--- config.mk ---
export PLATFORM = sky130hd
export DESIGN_NAME = mem_stage_sram_ctrl
export DESIGN_NICKNAME = d
export VERILOG_FILES = /design/src/rtl/mem_stage_sram_ctrl.sv
export SDC_FILE = /design/constraint.sdc
export NUM_CORES = 1
export LEC_CHECK = 0
export ABC_AREA = 1
export BUFFER_PORTS_ARGS = -buffer_cell sky130_fd_sc_hd__buf_4
export CORE_ASPECT_RATIO = 1.1
export CORE_MARGIN = 4
export CORE_UTILIZATION = 54
export CTS_CLUSTER_SIZE = 30
export DETAILED_ROUTE_END_ITERATION = 6
export PLACE_DENSITY = 0.9
export REMOVE_ABC_BUFFERS = 1
export SLEW_MARGIN = 15
export SYNTH_ARGS = -nofsm -noshare
export SYNTH_HDL_FRONTEND = slang
export SYNTH_SLANG_ARGS = --single-unit
--- constraint.sdc ---
create_clock -name clk -period 4.29 [get_ports clk]
set_clock_uncertainty 0.2 [all_clocks]
set_input_delay 0.858 -clock clk [delete_from_list [all_inputs] [get_ports clk]]
set_output_delay 0.858 -clock clk [all_outputs]
set_load 0.03 [all_outputs]
--- src/rtl/mem_stage_sram_ctrl.sv ---
// MEM-stage controller: one 32-bit load/store as two 16-bit async-SRAM accesses, 6 cycles per request.
// ready drops for 5 cycles per request so the pipeline freezes; writes use S1-S2, reads sample the bus at the end of S2 and S4.
module mem_stage_sram_ctrl (
    input  logic        clk,
    input  logic        rst,
    input  logic        mem_read_in,
    input  logic        mem_write_in,
    input  logic [31:0] ALU_res_in,
    input  logic [31:0] val_Rm_in,
    output logic [31:0] read_data,
    output logic        ready,
    output logic [17:0] SRAM_ADDR,
    output logic [15:0] SRAM_DQ_out,
    output logic        SRAM_DQ_oe,
    input  logic [15:0] SRAM_DQ_in,
    output logic        SRAM_WE_N,
    output logic        SRAM_OE_N,
    output logic        SRAM_CE_N,
    output logic        SRAM_UB_N,
    output logic        SRAM_LB_N
);

    typedef enum logic [2:0] {IDLE, S1, S2, S3, S4, S5} state_t;

    state_t      r_state;
    logic        r_is_wr;
    logic [16:0] r_word;
    logic [31:0] r_data;
    logic [31:0] r_read_data;
    logic [17:0] r_sram_addr;
    logic [15:0] r_dq_out;
    logic        r_dq_oe;
    logic        r_we_n;
    logic        r_oe_n;

    logic        w_req;
    logic [16:0] w_word_in;
    logic        w_unused_addr_bits;

    assign w_req = mem_read_in | mem_write_in;

    // Data memory starts at byte 1024; its low 10 bits are zero, so the subtraction only touches bits [18:10].
    assign w_word_in          = ALU_res_in[18:2] - 17'd256;
    assign w_unused_addr_bits = ^{ALU_res_in[31:19], ALU_res_in[1:0]};

    always_ff @(posedge clk) begin
        if (rst) begin
            r_state     <= IDLE;
            r_is_wr     <= 1'b0;
            r_word      <= '0;
            r_data      <= '0;
            r_read_data <= '0;
            r_sram_addr <= '0;
            r_dq_out    <= '0;
            r_dq_oe     <= 1'b0;
            r_we_n      <= 1'b1;
            r_oe_n      <= 1'b1;
        end else begin
            case (r_state)
                IDLE: begin
                    if (w_req) begin
                        r_state     <= S1;
                        r_is_wr     <= mem_write_in;
                        r_word      <= w_word_in;
                        r_data      <= val_Rm_in;
                        r_sram_addr <= {w_word_in, 1'b0};
                        if (mem_write_in) begin
                            r_dq_out <= val_Rm_in[15:0];
                            r_dq_oe  <= 1'b1;
                            r_we_n   <= 1'b0;
                        end else begin
                            r_oe_n   <= 1'b0;
                        end
                    end
                end
                S1: begin
                    r_state <= S2;
                    if (r_is_wr) begin
                        r_sram_addr <= {r_word, 1'b1};
                        r_dq_out    <= r_data[31:16];
                    end
                end
                S2: begin
                    r_state     <= S3;
                    r_sram_addr <= {r_word, 1'b1};
                    if (r_is_wr) begin
                        r_we_n  <= 1'b1;
                        r_dq_oe <= 1'b0;
                    end else begin
                        r_read_data[15:0] <= SRAM_DQ_in;
                    end
                end
                S3: begin
                    r_state <= S4;
                end
                S4: begin
                    r_state <= S5;
                    r_oe_n  <= 1'b1;
                    if (!r_is_wr) begin
                        r_read_data[31:16] <= SRAM_DQ_in;
                    end
                end
                S5: begin
                    // Any request seen here is deliberately ignored and picked up in the next IDLE.
                    r_state     <= IDLE;
                    r_sram_addr <= '0;
                    r_dq_out    <= '0;
                end
                default: begin
                    r_state <= IDLE;
                end
            endcase
        end
    end

    // Reset kills the write strobe in the cycle it is raised, so an abandoned store never lands its second half.
    assign SRAM_WE_N   = r_we_n | rst;
    assign SRAM_DQ_oe  = r_dq_oe & ~rst;
    assign SRAM_OE_N   = r_oe_n;
    assign SRAM_ADDR   = r_sram_addr;
    assign SRAM_DQ_out = r_dq_out;
    assign SRAM_CE_N   = 1'b0;
    assign SRAM_UB_N   = 1'b0;
    assign SRAM_LB_N   = 1'b0;
    assign read_data   = r_read_data;
    assign ready       = (r_state == S5) || ((r_state == IDLE) && !w_req);

endmodule

==> out/qor.tcl <==
set qor(cts-buffers-inserted) 9
set qor(nNetsFinal) 875
set qor(port_buffers) 138
set qor(cts_max_path_buffers) 2
set qor(ir_drop_worst_vdd_v) 0.000350
set qor(p_clk_frac) 0.239
set qor(timing.final.hold_violations) 0
set qor(final.setup.worst_slack_ps) 1530
set qor(grt_util_all_layers) 0.235
set qor(cts.sinks) 106
set qor(power.density_nw_per_um2) 487
set qor(chipWidth_um) 96.4
set qor(final-max-slew-violation-count) 0
set qor(clock_insertion_delay_worst_skew_ps) 360
set qor(critical_path.endpoint_type) {output pin}
set qor(tightestPinTransition_ps) 978
set qor(final_min_period_over_clock_period) 0.644
set qor(cp-startpoint) {mem_write_in}
set qor(finalWeightedCongestion) 0.910
set qor(timing.critical_path.slowest_stage_cell) {nand3_1}
set qor(drt-pass1-iter-count) 5
set qor(tritoncts) {built}
set qor(crit_path_frequent_cell) {buf_4}
set qor(clock_tree.htree_level_count) 3
set qor(holdWs_ps) 254
set qor(path_cells) {buf_4 -> nor2_1 -> nand3_1 -> o21ai_0 -> buf_4}
set qor(top_library_cells_by_usage_in_the_layout_fill_and_taps_aside) {nand2_1, buf_4, dfxtp_1}
set qor(combPwrFrac) 0.339
set qor(fin_setup_tns_ps) 0
set qor(placeableCoreArea_um2) 8360
set qor(layout-drive-gt1-share) 0.218
set qor(startpoint_type) {primary input}
set qor(hold_buffers) 0
set qor(critPathKind) {primary input to output pin}
set qor(min-delay-path-class) {register to register}
set qor(timing.critical_path.fanout_max) 6
set qor(ant_nets) 0
set qor(grt_setup_unrepaired) {no}
set qor(placementRows) 35
set qor(stdcell_area_um2) 5860
set qor(outcome) {complete, no violations}
set qor(clkTransAtPathRegs_ps) 100
set qor(placed_cell_area_um2) 5630
set qor(max_clock_freq_mhz) 362
set qor(post_synth.cell_area_avg_um2) 6.88
set qor(p_sw_frac) 0.372
set qor(critical_path_required_ps) 3230
set qor(postSynthCellCount) 675
set qor(drt_drc_violations_left) 0
set qor(n_antenna_cell) 0
set qor(layout.cells.most_common) {nand2_1}
set qor(root_buf_cell) {clkbuf_8}
set qor(cellInternalPower_uw) 1790
set qor(boundaryPins) 157
set qor(worst_case_headroom_to_the_max_slew_limit) 0.347
set qor(initial_utilization) 0.555
set qor(finalCriticalPeriod_ps) 2760
set qor(cts_repair_resize_count) 0
set qor(yosysUniqueCellTypes) 28
set qor(critical_path.reg2reg.startpoint) {r_is_wr$_SDFFE_PP0P_}
set qor(grt_start_max_net_pins) 65
set qor(timing.max_cap.violations) 0
set qor(post-dp-hpwl_um) 8200
set qor(yosys_warnings) 0
set qor(worstPathArrival_ps) 1710
set qor(detail_route.iter0.violations) 218
set qor(wl_per_cell_um) 13.0
set qor(hp-start) {r_data[19]$_SDFFE_PP0P_}
set qor(grt_antenna_before_repair) 0
set qor(dp_worst_setup_slack_ps) 1520
set qor(fp.dieH_um) 105
set qor(cts_post_setup_buffers_inserted) 0
set qor(seq_power_share) 0.422
set qor(avgViaCountPerCell) 5.04
set qor(grt_pass1_vias) 4277
set qor(drt_wl_total_um) 11800
set qor(max_stage_delay_ps) 250
set qor(seq_area_frac_synth) 0.457
set qor(count_of_state_elements_after_synthesis) 106
set qor(globalRouteOverflowTotal) 0
set qor(wire_length_of_the_first_global_routing_pass_um) 19200
set qor(report.final.setup_viol) 0
set qor(leakage_uw) 0.00279
set qor(area_growth_pct) 26.2
set qor(power_switching_uw) 1060
set qor(synthesis.area_um2) 4640
set qor(via_count) 4568
set qor(fp.dieArea_um2) 10200
==> Yosys cell counts <==
master	count	area, µm²
a21oi_1	75	375
buf_1	3	11.3
buf_2	4	20.0
buf_4	10	75.1
buf_6	2	22.5
clkbuf_1	15	56.3
clkbuf_2	3	15.0
conb_1	1	3.75
dfxtp_1	106	2120
ha_1	1	12.5
inv_1	83	312
inv_2	4	15.0
nand2_1	166	623
nand2_2	5	31.3
nand2_4	1	11.3
nand3_1	44	220
nand3_2	1	10.0
nand3_4	1	17.5
nand4_1	3	18.8
nor2_1	76	285
nor2_2	2	12.5
nor2_4	2	22.5
nor3_1	4	20.0
o21ai_0	57	285
o21ai_1	3	15.0
o21ai_4	1	16.3
or2_2	1	6.26
xor2_1	1	8.76
==> critical path, delay by kind of cell <==
kind / cells / cell delay, ps
AOI/OAI and AO/OA: 1 / 170
buffers and inverters: 2 / 330
and+or+nand+nor: 2 / 350
==> power by group through the flow <==
stage / registers [µW] / clock network, µW / logic, µW
finish: 1200 / 683 / 967
detailed placement: 1230 / 0 / 966
global placement: 1220 / 0 / 938
global route: 1220 / 735 / 1080
CTS: 1200 / 690 / 972
floorplan: 1400 / 0 / 450
==> final timing paths <==
path	endpoint	slack (ps)	depth (start not counted)
min	r_data[19]$_SDFFE_PP0P_	250	2
max reg2reg	SRAM_DQ_out[3]$_SDFFE_PP0P_	2090	6
max	ready	1530	5
min reg2reg	r_data[19]$_SDFFE_PP0P_	250	2
==> per-layer routing <==
| layer | GRT usage | wire length, µm |
|---|---|---|
| met1 | 0.279 | 4780 |
| met2 | 0.407 | 5880 |
| met3 | 0.0557 | 869 |
| met4 | 0.0822 | 250 |
| met5 | 0 | 0 |
==> layout make-up <==
| cell class | count | area, µm² |
|---|---|---|
| Inverter | 87 | 327 |
| Timing Repair Buffer | 139 | 1040 |
| Tap cell | 111 | 139 |
| Clock buffer | 9 | 124 |
| Fill cell | 705 | 2500 |
| Multi-Input combinational cell | 447 | 2000 |
| Clock inverter | 7 | 103 |
| Sequential cell | 106 | 2120 |
==> kinds of logic (layout without fill, tap and decap cells) <==
family / after synthesis / count (layout) / synth area share
XOR/XNOR: 1 / 1 / 0.00189
AO/OA/AOI/OAI: 136 / 136 / 0.149
flip-flops: 106 / 106 / 0.457
adder cells (fa/ha/maj): 1 / 1 / 0.00269
other: 1 / 3 / 0.000807
AND/OR/NAND/NOR: 306 / 306 / 0.275
buffers and inverters: 124 / 242 / 0.113
==> registers in the layout, indices dropped and copies added, names as in the netlist <==
register     flops
SRAM_DQ_out     16
r_data          16
r_is_wr          1
SRAM_ADDR       18
read_data       32
r_word          17
r_dq_oe          1
r_we_n           1
r_state          3
SRAM_OE_N        1
==> per-stage QoR <==
stage / instances / total power [µW] / utilization
global route: 906 / 3030 / 0.701
finish: 906 / 2860 / 0.701
global placement: 890 / 2160 / 0.674
detailed placement: 890 / 2190 / 0.674
floorplan: 640 / 1850 / -
CTS: 906 / 2870 / 0.701
No activity file was read; power rests on OpenSTA's default activity.
